`src/rtl/periodic_irq_pkg.sv`:
```
`default_nettype none
// ============================================================================
// Module     : periodic_irq_pkg
// Description: Shared types and constants for the periodic interrupt
//              generator: channel control word layout, register select
//              encoding and counter mode values.
// Revision   : 1.0 - initial release
// ============================================================================
package periodic_irq_pkg;

    // Control word as stored per channel and as written through wr_data[2:0].
    typedef struct packed {
        logic mask;     // gates ei_req only
        logic mode;     // MODE_PERIODIC / MODE_ONESHOT
        logic enable;   // counter running
    } ctrl_t;

    // Register select shared by the write and read paths.
    typedef enum logic {
        SEL_PERIOD = 1'b0,
        SEL_CTRL   = 1'b1
    } wr_sel_e;

    localparam logic MODE_PERIODIC = 1'b0;
    localparam logic MODE_ONESHOT  = 1'b1;

endpackage
`default_nettype wire

```
`src/rtl/periodic_irq_channel.sv`:
```
`default_nettype none
// ============================================================================
// Module     : periodic_irq_channel
// Description: One interrupt channel: period counter, period register,
//              control register, pending flag and saturating missed-tick
//              counter.
// Ports      : clk, reset (async, active-high)
//              wr_period / wr_ctrl - decoded single-cycle write strobes
//              wr_data             - write data (ctrl uses [2:0])
//              ack                 - clears pending and miss
//              period, ctrl, pending, miss - register state for read-back
// Revision   : 1.0 - initial release
// ============================================================================
module periodic_irq_channel
    import periodic_irq_pkg::*;
#(
    parameter int         CNT_W        = 24,
    parameter int         MISS_W       = 4,
    parameter int         RESET_PERIOD = 6249,
    parameter logic [2:0] RESET_CTRL   = 3'b000
) (
    input  logic              clk,
    input  logic              reset,
    input  logic              wr_period,
    input  logic              wr_ctrl,
    input  logic [CNT_W-1:0]  wr_data,
    input  logic              ack,
    output logic [CNT_W-1:0]  period,
    output logic [2:0]        ctrl,
    output logic              pending,
    output logic [MISS_W-1:0] miss
);

    localparam logic [CNT_W-1:0]  c_reset_period = CNT_W'(RESET_PERIOD);
    localparam logic [CNT_W-1:0]  c_cnt_one      = CNT_W'(1);
    localparam logic [MISS_W-1:0] c_miss_one     = MISS_W'(1);

    logic [CNT_W-1:0]  r_cnt;
    logic [CNT_W-1:0]  r_period;
    ctrl_t             r_ctrl;
    logic              r_pending;
    logic [MISS_W-1:0] r_miss;

    logic [CNT_W-1:0]  w_cnt_nxt;
    ctrl_t             w_ctrl_nxt;
    ctrl_t             w_new_ctrl;
    logic              w_tick;

    assign w_new_ctrl = ctrl_t'(wr_data[2:0]);

    // Tick compares against the period held before any same-cycle write.
    assign w_tick = r_ctrl.enable && (r_cnt == r_period);

    // Later assignments take priority: a period write or a start/stop via
    // ctrl always restarts the count from zero.
    always_comb begin
        w_cnt_nxt = r_cnt + c_cnt_one;
        if (!r_ctrl.enable) begin
            w_cnt_nxt = '0;
        end
        if (w_tick) begin
            w_cnt_nxt = '0;
        end
        if (wr_ctrl && (!w_new_ctrl.enable || !r_ctrl.enable)) begin
            w_cnt_nxt = '0;
        end
        if (wr_period) begin
            w_cnt_nxt = '0;
        end
    end

    // One-shot self-disable happens on the tick edge, but a ctrl write in
    // the same cycle takes precedence.
    always_comb begin
        w_ctrl_nxt = r_ctrl;
        if (w_tick && (r_ctrl.mode == MODE_ONESHOT)) begin
            w_ctrl_nxt.enable = 1'b0;
        end
        if (wr_ctrl) begin
            w_ctrl_nxt = w_new_ctrl;
        end
    end

    always_ff @(posedge clk or posedge reset) begin
        if (reset) begin
            r_cnt    <= '0;
            r_period <= c_reset_period;
            r_ctrl   <= ctrl_t'(RESET_CTRL);
        end else begin
            r_cnt  <= w_cnt_nxt;
            r_ctrl <= w_ctrl_nxt;
            if (wr_period) begin
                r_period <= wr_data;
            end
        end
    end

    // A tick coinciding with ack keeps pending set and leaves miss alone;
    // only an un-acked tick on an already pending channel counts as missed.
    always_ff @(posedge clk or posedge reset) begin
        if (reset) begin
            r_pending <= 1'b0;
            r_miss    <= '0;
        end else if (w_tick) begin
            r_pending <= 1'b1;
            if (r_pending && !ack && (r_miss != '1)) begin
                r_miss <= r_miss + c_miss_one;
            end
        end else if (ack) begin
            r_pending <= 1'b0;
            r_miss    <= '0;
        end
    end

    assign period  = r_period;
    assign ctrl    = r_ctrl;
    assign pending = r_pending;
    assign miss    = r_miss;

endmodule
`default_nettype wire

```
`src/rtl/periodic_irq_gen.sv`:
```
`default_nettype none
// ============================================================================
// Module     : periodic_irq_gen
// Description: Multi-channel programmable periodic interrupt generator.
//              Decodes register writes to N_CH channels, multiplexes
//              register read-back and drives the registered MCU ei_req.
// Ports      : clk, reset (async, active-high)
//              wr_en/wr_ch/wr_sel/wr_data - register write port
//              ack[N_CH]                  - per-channel pending clear
//              rd_ch/rd_sel -> rd_data    - combinational read port
//              pending[N_CH]              - latched expiry flags
//              ei_req                     - OR of unmasked pending, registered
// Revision   : 1.0 - initial release
// ============================================================================
module periodic_irq_gen
    import periodic_irq_pkg::*;
#(
    parameter int         N_CH         = 4,
    parameter int         CNT_W        = 24,
    parameter int         MISS_W       = 4,
    parameter int         RESET_PERIOD = 6249,
    parameter logic [2:0] RESET_CTRL   = 3'b001
) (
    input  logic                      clk,
    input  logic                      reset,
    input  logic                      wr_en,
    input  logic [2:0]                wr_ch,
    input  logic                      wr_sel,
    input  logic [CNT_W-1:0]          wr_data,
    input  logic [N_CH-1:0]           ack,
    input  logic [2:0]                rd_ch,
    output logic [CNT_W+MISS_W+3:0]   rd_data,
    input  logic                      rd_sel,
    output logic [N_CH-1:0]           pending,
    output logic                      ei_req
);

    logic [CNT_W-1:0]  w_period [N_CH];
    logic [2:0]        w_ctrl   [N_CH];
    logic [MISS_W-1:0] w_miss   [N_CH];
    logic [N_CH-1:0]   w_mask;
    logic              r_ei_req;

    // wr_ch is only ever matched against real channel indices, so writes
    // addressed beyond N_CH fall through with no effect.
    for (genvar i = 0; i < N_CH; i++) begin : g_ch
        localparam logic [2:0] c_rst_ctrl = (i == 0) ? RESET_CTRL : 3'b000;

        logic w_hit;
        assign w_hit = wr_en && (wr_ch == 3'(i));

        periodic_irq_channel #(
            .CNT_W        (CNT_W),
            .MISS_W       (MISS_W),
            .RESET_PERIOD (RESET_PERIOD),
            .RESET_CTRL   (c_rst_ctrl)
        ) u_channel (
            .clk       (clk),
            .reset     (reset),
            .wr_period (w_hit && (wr_sel == SEL_PERIOD)),
            .wr_ctrl   (w_hit && (wr_sel == SEL_CTRL)),
            .wr_data   (wr_data),
            .ack       (ack[i]),
            .period    (w_period[i]),
            .ctrl      (w_ctrl[i]),
            .pending   (pending[i]),
            .miss      (w_miss[i])
        );

        assign w_mask[i] = w_ctrl[i][2];
    end

    // Unmatched rd_ch (>= N_CH) leaves the all-zero default.
    always_comb begin
        rd_data = '0;
        for (int i = 0; i < N_CH; i++) begin
            if (rd_ch == 3'(i)) begin
                if (rd_sel == SEL_CTRL) begin
                    rd_data = {{CNT_W{1'b0}}, w_miss[i], pending[i], w_ctrl[i]};
                end else begin
                    rd_data = {{(MISS_W+4){1'b0}}, w_period[i]};
                end
            end
        end
    end

    always_ff @(posedge clk or posedge reset) begin
        if (reset) begin
            r_ei_req <= 1'b0;
        end else begin
            r_ei_req <= |(pending & ~w_mask);
        end
    end

    assign ei_req = r_ei_req;

endmodule
`default_nettype wire

```
`config.mk`:
```
export PLATFORM = sky130hd
export DESIGN_NAME = periodic_irq_gen
export DESIGN_NICKNAME = d
export VERILOG_FILES = /design/src/rtl/periodic_irq_pkg.sv /design/src/rtl/periodic_irq_channel.sv /design/src/rtl/periodic_irq_gen.sv
export SDC_FILE = /design/constraint.sdc
export NUM_CORES = 1
export LEC_CHECK = 0
export ABC_AREA = 0
export BUFFER_PORTS_ARGS = -buffer_cell sky130_fd_sc_hd__buf_2
export CELL_PAD_IN_SITES_DETAIL_PLACEMENT = 0
export CELL_PAD_IN_SITES_GLOBAL_PLACEMENT = 1
export CORE_MARGIN = 2
export CORE_UTILIZATION = 35
export DETAILED_ROUTE_END_ITERATION = 10
export PLACE_DENSITY_LB_ADDON = 0.3
export SYNTH_ARGS = -nofsm -noshare
export SYNTH_HDL_FRONTEND = slang
export SYNTH_SLANG_ARGS = --single-unit
```
`constraint.sdc`:
```
create_clock -name clk -period 10.1 [get_ports clk]
set_input_delay 1.01 -clock clk [delete_from_list [all_inputs] [get_ports clk]]
set_output_delay 1.01 -clock clk [all_outputs]
set_load 0.02 [all_outputs]
```
Word level (Yosys, flattened, before mapping)
Cells that the tools add are included.
Storage, ports and cells
  RAM bits: 0
  register bits: 225
  bits in latches: 0
  input port bits: 39
  bits in read-only memories: 0
  word-level logic and storage cells: 170
  output and inout port bits: 37
  memories kept: 0
Operators by class
  order comparisons: 0
  reduce and logical (&&, ||, !) cells: 60
  shifts and indexed selects: 0
  $add $sub $neg: 8
  bitwise logic cells: 3
  $mul: 0
  multiplexer cells: 52
  div/mod/pow operators: 0
  equality and inequality tests: 18
Operators with widths (number)
  $mux W24: 20
  $mux W32: 4
  $add A24 B1 Y24 const B: 4
  $eq A24 B24 Y1: 4
  $mux W4: 12
  $logic_and A1 B1 Y1: 32
  $add A4 B1 Y4 const B: 4
  $mux W1: 16
  $ne A4 B4 Y1 const B: 4
  $reduce_bool A2 Y1: 8
  $eq A3 B2 Y1 const B: 4
  $logic_not A1 Y1: 9
  $ne A2 B2 Y1 const B: 4
  $reduce_and A2 Y1: 4
  $eq A3 B1 Y1 const B: 2
  $logic_not A3 Y1: 2
  $and A4 B4 Y4: 1
  $logic_or A1 B1 Y1: 4
  $not A4 Y4: 1
  $reduce_or A4 Y1: 1
  $not A1 Y1: 1

Logic depth before layout (Yosys ltp)
Gate-level depths: netlist of run 1.
  depth in word-level cells: 6
  depth in mapped cells: 7
  depth with buffers taken out: 6

By module
A second synthesis of run 1 with hierarchy kept.
Second synthesis, totals
  cells, all modules: 1166
  area, all modules: 12957.4 µm²
By module, submodules not included
  periodic_irq_channel (g_ch[1].u_channel ...): times used 3, sequential area each 1408.9 µm², cells an instance 248, area each 2900.3 µm²
  periodic_irq_channel (g_ch[0].u_channel): times used 1, sequential area each 1410.1 µm², cells an instance 248, area each 2901.5 µm²
  periodic_irq_gen: times used 1, sequential area each 25.0 µm², cells an instance 174, area each 1355.0 µm²

Worst setup path after synthesis of run 1
Ideal clock, no wire load.
  path kind: in2out
  start point: in rd_ch[0]
  end point: out rd_data[13]
  path buffers: 4
  stages: 6
  data required time: 9090 ps
  slack: 6515 ps
  data arrival time: 2575 ps
  cell sequence: clkbuf_1 buf_2 clkbuf_1 buf_1 a211oi_1 nor2_1
On the way
  word-level cells in the longest chain between the ends: 5
RTL lines
  start, declared: RTL line periodic_irq_gen.sv:31  | input logic [2:0] rd_ch,
  $logic_not A3 Y1: RTL line periodic_irq_gen.sv:77  | if (rd_ch == 3'(i)) begin
  $mux W32 (3 in series): RTL line periodic_irq_gen.sv:77
  $mux W32 *: RTL line periodic_irq_gen.sv:77
  end, declared: RTL line periodic_irq_gen.sv:32  | output logic [CNT_W+MISS_W+3:0] rd_data,
Every way passes the cells marked *; elsewhere a longest branch is shown, timed or not.

Worst setup path in the final report of run 1
  start point: in rd_ch[0]
  end point: out rd_data[4]
The elaborated chain is that of the path after synthesis.

==> results of run 1 <==
## placed cells by master, fill, tap and decap left out, drive strengths merged, types with 16 or more instances in the layout
master  netlist  routed
dfrtp       200     200
nor2        151     151
xnor2       141     141
mux2        103     103
buf          27      74
nand4        57      57
nand2        52      52
nand3        49      49
xor2         42      42
clkbuf       32      38
nor2b        31      31
inv          31      31
nor3         30      30
a211oi       26      26
dfstp        25      25
a21oi        20      20
o221ai       17      17
o21ai        16      16
## how the worst max path moves through the flow
stage,cells past startpoint,end,slack (ns),from
4_1_cts,6,rd_data[4],6.03,rd_ch[0]
6_report,6,rd_data[4],5.96,rd_ch[0]
5_1_grt,6,rd_data[4],5.79,rd_ch[0]
2_1_floorplan,1,ei_req,2.97,reset
3_5_place_dp,6,rd_data[4],6.03,rd_ch[0]
3_3_place_gp,6,rd_data[4],6.01,rd_ch[0]
## worst max-delay path, cell delays in order
cell and delay [ns]:
buf_2 0.61, nand2_1 0.13, nor2_1 0.76, a211oi_1 0.18
a21oi_1 0.21, buf_2 0.20
## sequential cells by signal (all words and copies together) (netlist names)
signal / flops
g_ch.u_channel.ctrl: 12
g_ch.u_channel.period: 96
g_ch.u_channel.miss: 16
ei_req: 1
g_ch.u_channel.pending: 4
g_ch.u_channel.r_cnt: 96
## power by group through the flow
stage | clock network (mW) | logic [mW] | registers [mW]
6_report | 0.936 | 0.438 | 1.19
3_3_place_gp | 0 | 0.428 | 1.21
5_1_grt | 1.00 | 0.478 | 1.20
4_1_cts | 0.963 | 0.437 | 1.19
2_1_floorplan | 0 | 0.332 | 1.12
3_5_place_dp | 0 | 0.434 | 1.21
## routing by layer
| layer | global-route usage | vias to the layer above |
|---|---|---|
| li1 | - | 4293 |
| met1 | 0.307 | 4568 |
| met2 | 0.287 | 313 |
| met3 | 0.0318 | 50 |
| met4 | 0.0525 | 0 |
| met5 | 0 | - |
## through the flow
stage	utilization	instances
floorplan	-	1200
global placement	0.375	1670
detailed placement	0.375	1670
CTS	0.400	1718
global route	0.400	1718
finish	0.400	1718
## area by class of cell
type / count / area (um2) / share of cell area
Inverter: 31 / 124 / 0.00898
Tap cell: 455 / 569 / 0.0413
Sequential cell: 225 / 5660 / 0.411
Clock buffer: 38 / 766 / 0.0555
Timing Repair Buffer: 74 / 388 / 0.0281
Multi-Input combinational cell: 885 / 6190 / 0.449
Clock inverter: 10 / 91.3 / 0.00662
## cells by family (layout without fill, tap and decap cells)
group                      after synthesis  after routing  share of synthesized area
and+or+nand+nor                        439            439                      0.181
DFF                                    225            225                      0.463
xor gates and xnor gates               183            183                      0.131
AOI/OAI and AO/OA                      128            128                     0.0747
muxes                                  119            119                      0.109
buffers and inverters                   90            153                     0.0325
adders and majority gates                8              8                    0.00819
other                                    1              8                   0.000307
==> results.yml, run 1 <==
run_status:
  status: "finished clean"
sta:
  hold_viol: 0
  finClkSkew_ns: 0.0148
  finalCritPeriodShare: 0.409
  finalCriticalPeriod_ns: 4.14
  maxSlewViolCount: 0
  tightest_slew_ns: 1.24
  setup_violations: 0
  fin_hold_ws_ns: 0.529
  slew_headroom: 0.169
  fmax_ghz: 0.242
  worst_slack_ns: 5.96
  fin_setup_tns_ns: 0
  grt_setup_unrepaired: "false"
routing:
  drc: 0
  post_drt_via_cell_ratio: 5.37
  ant_nets: 0
  first_pass_iters: 5
  wl_met1_mm: 17.7
  wl_mm: 36.2
  vias: 9224
  drt-initial-drc-count: 637
  wire_per_inst_um: 21.1
  highest_layer: "met4"
  routed-wl-met2_mm: 15.2
  dr_wl_met3_mm: 2.40
run:
  cap_violations: 0
placement:
  port_buffers: 67
  placed_cell_area_um2: 12900
  dp_slack_ns: 6.03
  dpl.hpwl_mm: 27.0
  place.gp.congestion: 0.875
yosys:
  synth_common_cells: "200 x dfrtp_1, 151 x nor2_1, 141 x xnor2_1"
  synth_top_cell_by_area: "dfrtp_1"
  ys_seq_area_frac: 0.463
  ys_ff_latch: 225
  syn-cell-area_um2: 12200
  synth.top_cell.area_share: 0.410
  syn_inst: 1193
  synth_edf_count: 0
  avgSynthCellArea_um2: 10.2
  async_flop_share: 1.00
  yosysMostFrequentCell: "dfrtp_1"
  synth_flop_cell: "dfrtp_1"
  synth.yosys.warnings: 0
  synth.area.top_cells: "dfrtp_1 41%, xnor2_1 10%, mux2_2 9.5%, dfstp_2 5.4%, nor2_1 4.6%"
  ys_types: 50
cells_and_area:
  design_area_um2: 13800
  nFillCells: 3388
  area_delta_synth_final_pct: 12.8
  drive_gt1_frac: 0.202
  fin_nets: 1290
  n_antenna_cell: 0
cts:
  cts-buffers-inserted: 26
  h-tree-depth: 1
  clock_sinks: 225
  clockBufferDepth: 3
  cts_hold_buf: 0
  post_cts_buffers: 0
  cts_root_buf: "clkbuf_16"
  ctsResizeCount: 0
  clk_pin_slew_ns: 0.06
  clk_latency_ns: 0.54
  cts_tree: "yes"
critical_path:
  start_kind: "input port"
  r2r-end: "g_ch[2].u_channel.r_cnt[13]"
  cp_max_fo: 36
  cp.arrival_ns: 3.13
  r2r-start: "g_ch[2].u_channel.period[21]"
  cp-end-kind: "output port"
  critPathRequiredTime_ns: 9.09
  critPathKind: "input port to output port"
  r2r_cells: 5
  rrSetupSlack_ns: 7.21
power:
  combPwrFrac: 0.171
  power_density_nw_per_um2: 186
  p_sw_frac: 0.307
  p_seq_frac: 0.464
  clockPowerShare: 0.365
  finalPower_mw: 2.57
  p_switching_mw: 0.787
  power_leakage_nw: 5.44
  intPower_mw: 1.78
  ir_drop_uv: 135
floorplanning:
  die_area_um2: 36400
  core_um2: 34500
  num_rows: 68
  start_util: 0.355
  pin_count: 76
  die_height_um: 191
  dieWidth_um: 191
global_route:
  antenna_found_initial: 0
  gr-total-overflow: 0
  grt_pass1_wl_mm: 55.1
  grt_pass1_vias: 8791
  grt_max_degree: 81
  grtUsageTotal: 0.200
hold_path:
  worst_hold_path_type: "input port to asynchronous set/reset pin"
(Power assumes the default switching activity.)
==> run 2: changes to the inputs <==
--- a/config.mk
+++ b/config.mk
@@ -5,7 +5,7 @@
 export SDC_FILE = /design/constraint.sdc
 export NUM_CORES = 1
 export LEC_CHECK = 0
-export ABC_AREA = 0
+export ABC_AREA = 1
 export BUFFER_PORTS_ARGS = -buffer_cell sky130_fd_sc_hd__buf_2
 export CELL_PAD_IN_SITES_DETAIL_PLACEMENT = 0
 export CELL_PAD_IN_SITES_GLOBAL_PLACEMENT = 1
==> constraint.sdc (replaced) <==
create_clock -name clk -period 3.7 [get_ports clk]
set_input_delay 0.37 -clock clk [delete_from_list [all_inputs] [get_ports clk]]
set_output_delay 0.37 -clock clk [all_outputs]
set_load 0.02 [all_outputs]
==> run 2 against run 1 <==
  * Global-route usage increased by 6.5 points
  * Synthesized cell count increased by 78%
  * Critical path depth increased by 1
  * Critical path type unchanged
==> results.yml, run 2 <==
run_status:
  status: "finished clean"
yosys:
  ys_ff_latch: 225
  synth.yosys.warnings: 0
  synth_common_cells: "698 x nand2_1, 298 x inv_1, 260 x nor2_1"
  syn-cell-area_um2: 14200
  avgSynthCellArea_um2: 6.70
  syn_inst: 2120
  synth_top_cell_by_area: "dfrtp_1"
  synth.area.top_cells: "dfrtp_1 35%, nand2_1 18%, inv_1 7.9%, nor2_1 6.9%, o21ai_0 6.4%"
  synth_flop_cell: "dfrtp_1"
  synth_edf_count: 0
  ys_types: 42
  synth.top_cell.area_share: 0.353
  ys_seq_area_frac: 0.399
  yosysMostFrequentCell: "nand2_1"
  async_flop_share: 1.00
cts:
  cts_root_buf: "clkbuf_16"
  clk_latency_ns: 0.56
  clockBufferDepth: 3
  cts-buffers-inserted: 27
  cts_tree: "yes"
  clk_pin_slew_ns: 0.06
  clock_sinks: 225
  h-tree-depth: 1
sta:
  hold_viol: 0
  fmax_ghz: 0.383
  finClkSkew_ns: 0.0138
  tightest_slew_ns: 0.923
  fin_setup_tns_ns: 0
  finalCriticalPeriod_ns: 2.61
  grt_setup_unrepaired: "false"
  worst_slack_ns: 1.09
  setup_violations: 0
  maxSlewViolCount: 0
  finalCritPeriodShare: 0.705
  slew_headroom: 0.384
routing:
  wl_mm: 55.0
  vias: 13900
  drc: 0
  wire_per_inst_um: 20.2
  routed-wl-met2_mm: 25.1
  first_pass_iters: 5
  wl_met1_mm: 25.2
  post_drt_via_cell_ratio: 5.08
  ant_nets: 0
  highest_layer: "met4"
  dr_wl_met3_mm: 3.14
  drt-initial-drc-count: 1229
critical_path:
  r2r-start: "g_ch[0].u_channel.period[13]"
  critPathRequiredTime_ns: 3.33
  cp.arrival_ns: 2.24
  critPathKind: "input port to output port"
  r2r-end: "g_ch[0].u_channel.r_cnt[18]"
  cp-end-kind: "output port"
  start_kind: "input port"
  cp_max_fo: 17
  r2r_cells: 9
  rrSetupSlack_ns: 1.42
power:
  combPwrFrac: 0.228
  clockPowerShare: 0.368
  power_density_nw_per_um2: 503
  ir_drop_uv: 318
  intPower_mw: 5.23
  p_seq_frac: 0.404
  p_sw_frac: 0.352
  power_leakage_nw: 7.91
  p_switching_mw: 2.84
hold_path:
  holdPathStages: 2
  holdCritStartpoint: "ack[1]"
  worst_hold_path_type: "input port to flop"
  min_to: "g_ch[1].u_channel.pending"
global_route:
  antenna_found_initial: 0
  grt_pass1_vias: 13300
  grt_max_degree: 72
  grt_pass1_wl_mm: 83.2
  grtUsageTotal: 0.265
  gr-total-overflow: 0
cells_and_area:
  nFillCells: 4274
  multi_input_comb_area_um2: 7070
  fin_nets: 2229
  n_antenna_cell: 0
  post-route-util: 0.402
  final_common_cell: "nand2_1"
  area_delta_synth_final_pct: 13.0
  register_area_um2: 5660
  drive_gt1_frac: 0.0958
  final_cell_mix: "698 x nand2_1, 297 x inv_1, 258 x nor2_1"
floorplanning:
  dieWidth_um: 205
  die_height_um: 205
  core_um2: 39900
  die_area_um2: 42200
  start_util: 0.356
  pin_count: 76
  num_rows: 73
placement:
  dpl.hpwl_mm: 44.4
  dp_slack_ns: 1.12
  place.gp.congestion: 0.921
  port_buffers: 67
run:
  cap_violations: 0
-- run 2: area by class of cell --
cell class | count | share of cell area
Clock buffer | 35 | 0.0465
Clock inverter | 14 | 0.0140
Inverter | 320 | 0.0751
Multi-Input combinational cell | 1526 | 0.441
Sequential cell | 225 | 0.353
Tap cell | 525 | 0.0410
Timing Repair Buffer | 82 | 0.0297
-- run 2: worst max path at each step --
| stage | cells after the start | start | slack [ns] | endpoint |
|---|---|---|---|---|
| 6_report | 7 | rd_ch[2] | 1.09 | rd_data[20] |
| 5_1_grt | 7 | rd_ch[2] | 1.05 | rd_data[20] |
| 4_1_cts | 7 | rd_ch[2] | 1.12 | rd_data[20] |
| 3_5_place_dp | 7 | rd_ch[2] | 1.12 | rd_data[20] |
| 3_3_place_gp | 7 | rd_ch[2] | 1.14 | rd_data[20] |
| 2_1_floorplan | 1 | reset | 0.41 | ei_req |
-- run 2: routing by layer --
| metal | GRT usage | up-vias |
|---|---|---|
| met2 | 0.433 | 436 |
| met5 | 0 | - |
| met4 | 0.0771 | 0 |
| met1 | 0.369 | 6577 |
| met3 | 0.0303 | 74 |
| li1 | - | 6775 |
-- run 2: logic make-up after synthesis --
group	count (synthesis)	synth area share
buffers and inverters	376	0.106
muxes	1	0.000705
DFF	225	0.399
and+or+nand+nor	1212	0.360
other	1	0.000264
adders and majority gates	8	0.00705
AOI/OAI and AO/OA	235	0.0893
xor gates and xnor gates	62	0.0383
-- run 2: through the flow --
stage          instances  cell area (um2)  power, mW  hold slack, ns
2_1_floorplan       2127            14200       4.38           0.451
3_5_place_dp        2677            15100       5.12           0.494
3_3_place_gp        2677            15100       5.10           0.492
6_report            2727            16000       8.07          0.0356
4_1_cts             2727            16000       8.11          0.0196
5_1_grt             2727            16000       8.51          0.0289
-- run 2: timing repair --
item,in CTS,in global routing
hold buffers,1,0
hold endpoints to repair,23,0
resized for setup,0,0
buffers inserted,0,0
-- run 2: power by group through the flow --
stage / sequential (mW) / clock [mW] / combinational, mW
floorplan: 3.08 / 0 / 1.30
global placement: 3.29 / 0 / 1.81
detailed placement: 3.29 / 0 / 1.82
CTS: 3.25 / 3.03 / 1.83
global route: 3.30 / 3.13 / 2.09
finish: 3.26 / 2.97 / 1.84
-- run 2: critical path: stages --
cell      delay, ns
buf_2          0.12
inv_1          0.06
nand2_1        0.06
nor2_2         0.69
nand2_1        0.11
a311oi_1       0.55
buf_2          0.27
==> run 3: changes to the inputs <==
==> constraint.sdc (replaced) <==
create_clock -name clk -period 2.25 [get_ports clk]
set_input_delay 0.225 -clock clk [delete_from_list [all_inputs] [get_ports clk]]
set_output_delay 0.225 -clock clk [all_outputs]
set_load 0.02 [all_outputs]
==> run 3 against run 2 <==
  * Global-route usage increased by 0.86 points
  * Clock skew increased by 0.0094 ns
  * Setup slack got worse by 1.0 ns
  * Clock-buffer cell count increased by 6
  * First-iteration DRC count decreased by 7.2%
  * Cell count increased by 2.1%
  * Largest power group is now the clock network
  * Die area unchanged
  * Hold slack got worse by 0.016 ns
==> results.yml, run 3 (same netlist as run 2, synthesis figures left out) <==
cells_and_area:
  nFillCells: 4202
  area_delta_synth_final_pct: 18.3
  n_antenna_cell: 0
  final_common_cell: "nand2_1"
  drive_gt1_frac: 0.112
  stdcell_count: 2785
  final_cell_mix: "698 x nand2_1, 297 x inv_1, 258 x nor2_1"
  fin_nets: 2283
cts:
  clockBufferDepth: 3
  h-tree-depth: 1
  clk_latency_ns: 0.59
  clk_pin_slew_ns: 0.07
  cts_tree: "yes"
  post_cts_buffers: 0
  cts_root_buf: "clkbuf_16"
  cts-buffers-inserted: 30
  clock_sinks: 225
floorplanning:
  dieWidth_um: 205
  die_height_um: 205
  num_rows: 73
  die_area_um2: 42200
  core_um2: 39900
  start_util: 0.356
  pin_count: 76
critical_path:
  critPathRequiredTime_ns: 2.03
  critPathKind: "flop to output port"
  path_buf_inv: 2
  rrSetupSlack_ns: 0.27
  cp-end-kind: "output port"
  r2r_cells: 9
  start_kind: "flop"
  crit_chain: "inv_1 -> o21ai_0 -> nand2_1 -> nand4_1 -> buf_2"
  crit_family: "flip-flops"
  cp.arrival_ns: 1.96
  r2r-end: "g_ch[1].u_channel.r_cnt[21]"
  slowest_delay_ns: 0.54
  r2r-start: "g_ch[1].u_channel.r_cnt[4]"
  critPathSlowestCell: "dfstp_2"
  cp_max_fo: 3
sta:
  finClkSkew_ns: 0.0232
  setup_violations: 0
  fmax_ghz: 0.458
  hold_viol: 0
  slew_headroom: 0.609
  finalCriticalPeriod_ns: 2.19
  tightest_slew_ns: 0.585
  grt_setup_unrepaired: "false"
  finalCritPeriodShare: 0.971
  maxSlewViolCount: 0
placement:
  port_buffers: 67
  dp_cells: 2703
  dpl.hpwl_mm: 45.6
  place.gp.congestion: 0.977
routing:
  highest_layer: "met4"
  wire_per_inst_um: 20.4
  drt-initial-drc-count: 1141
  vias: 14200
  post_drt_via_cell_ratio: 5.10
  drc: 0
  ant_nets: 0
  wl_mm: 56.7
  wl_met1_mm: 26.4
  routed-wl-met2_mm: 25.2
  first_pass_iters: 5
  dr_wl_met3_mm: 3.13
hold_path:
  worst_hold_path_type: "input port to flop"
  min_to: "g_ch[1].u_channel.period[22]"
  holdPathStages: 3
  holdCritStartpoint: "wr_data[22]"
power:
  p_seq_frac: 0.378
  intPower_mw: 9.29
  clockPowerShare: 0.396
  p_switching_mw: 4.81
  power_density_nw_per_um2: 840
  ir_drop_uv: 435
  finalPower_mw: 14.1
  power_leakage_nw: 8.27
  p_sw_frac: 0.341
  combPwrFrac: 0.226
run_status:
  status: "finished clean"
global_route:
  grtUsageTotal: 0.274
  grt_pass1_wl_mm: 85.8
  grt_pass1_vias: 13700
  gr-total-overflow: 0
  grt_max_degree: 78
  antenna_found_initial: 1
run:
  cap_violations: 0
[run 3: cell count changes in the layout (fill, tap and decap cells not counted), sizes merged]
cell | before | now
clkinvlp | 3 | 4
clkbuf | 35 | 41
bufinv | 6 | 8
clkinv | 7 | 5
buf | 81 | 107
dlygate4sd3 | 1 | 26
[run 3: routing by layer]
layer	global-route usage	vias up
met2	0.433	469
li1	-	6881
met4	0.0827	0
met1	0.391	6766
met3	0.0328	90
met5	0	-
[run 3: worst max path at each step]
stage / startpoint / end / slack (ns) / cells past startpoint
6_report: g_ch[0].u_channel.period[0] / rd_data[0] / 0.06 / 5
5_1_grt: g_ch[2].u_channel.period[22] / rd_data[22] / 0.0003 / 6
3_3_place_gp: rd_ch[2] / rd_data[11] / -0.09 / 8
3_5_place_dp: rd_ch[2] / rd_data[11] / -0.05 / 8
2_1_floorplan: reset / ei_req / -0.89 / 1
4_1_cts: g_ch[3].u_channel.period[6] / rd_data[6] / 0.0003 / 5
[run 3: what timing repair did]
| item | in CTS | in global routing |
|---|---|---|
| endpoints found under the hold margin | 110 | 0 |
| gates resized for setup | 9 | 8 |
| hold buffers | 26 | 0 |
| pin swaps | 1 | 0 |
| endpoints found under the setup margin | 7 | 8 |
[run 3: stage by stage]
stage	hold slack (ns)	setup TNS, ns	instance area, um2	util	worst slack (ns)
after floorplan	0.321	-181.94	14200	-	-0.893
after global placement	0.261	-0.0867	15300	0.384	-0.0867
after detailed placement	0.258	-0.0549	15300	0.384	-0.0549
after CTS	0.00322	0	16800	0.420	0.000258
after global routing	0.0163	0	16800	0.421	0.000258
final	0.0196	0	16800	0.421	0.0643
[run 3: layout make-up]
class                   instances  area, um2  share of cell area
repair buffers                133       1010              0.0601
flip-flops and latches        225       5660               0.337
clock inverters                15        280              0.0167
multi-input cells            1526       7110               0.423
well taps                     525        657              0.0391
clock buffers                  41        863              0.0514
inverters                     320       1210              0.0720
[run 3: tightest hold or removal path: cells and delay by family]
kind                   cells  cell delay (ns)
AOI/OAI and AO/OA          1             0.17
buffers and inverters      2             0.18
[run 3: power by group through the flow]
stage | combinational [mW] | sequential, mW | clock [mW]
floorplan | 2.13 | 5.07 | 0
global placement | 3.10 | 5.36 | 0
finish | 3.19 | 5.32 | 5.59
detailed placement | 3.11 | 5.37 | 0
CTS | 3.17 | 5.31 | 5.68
global route | 3.62 | 5.39 | 5.84
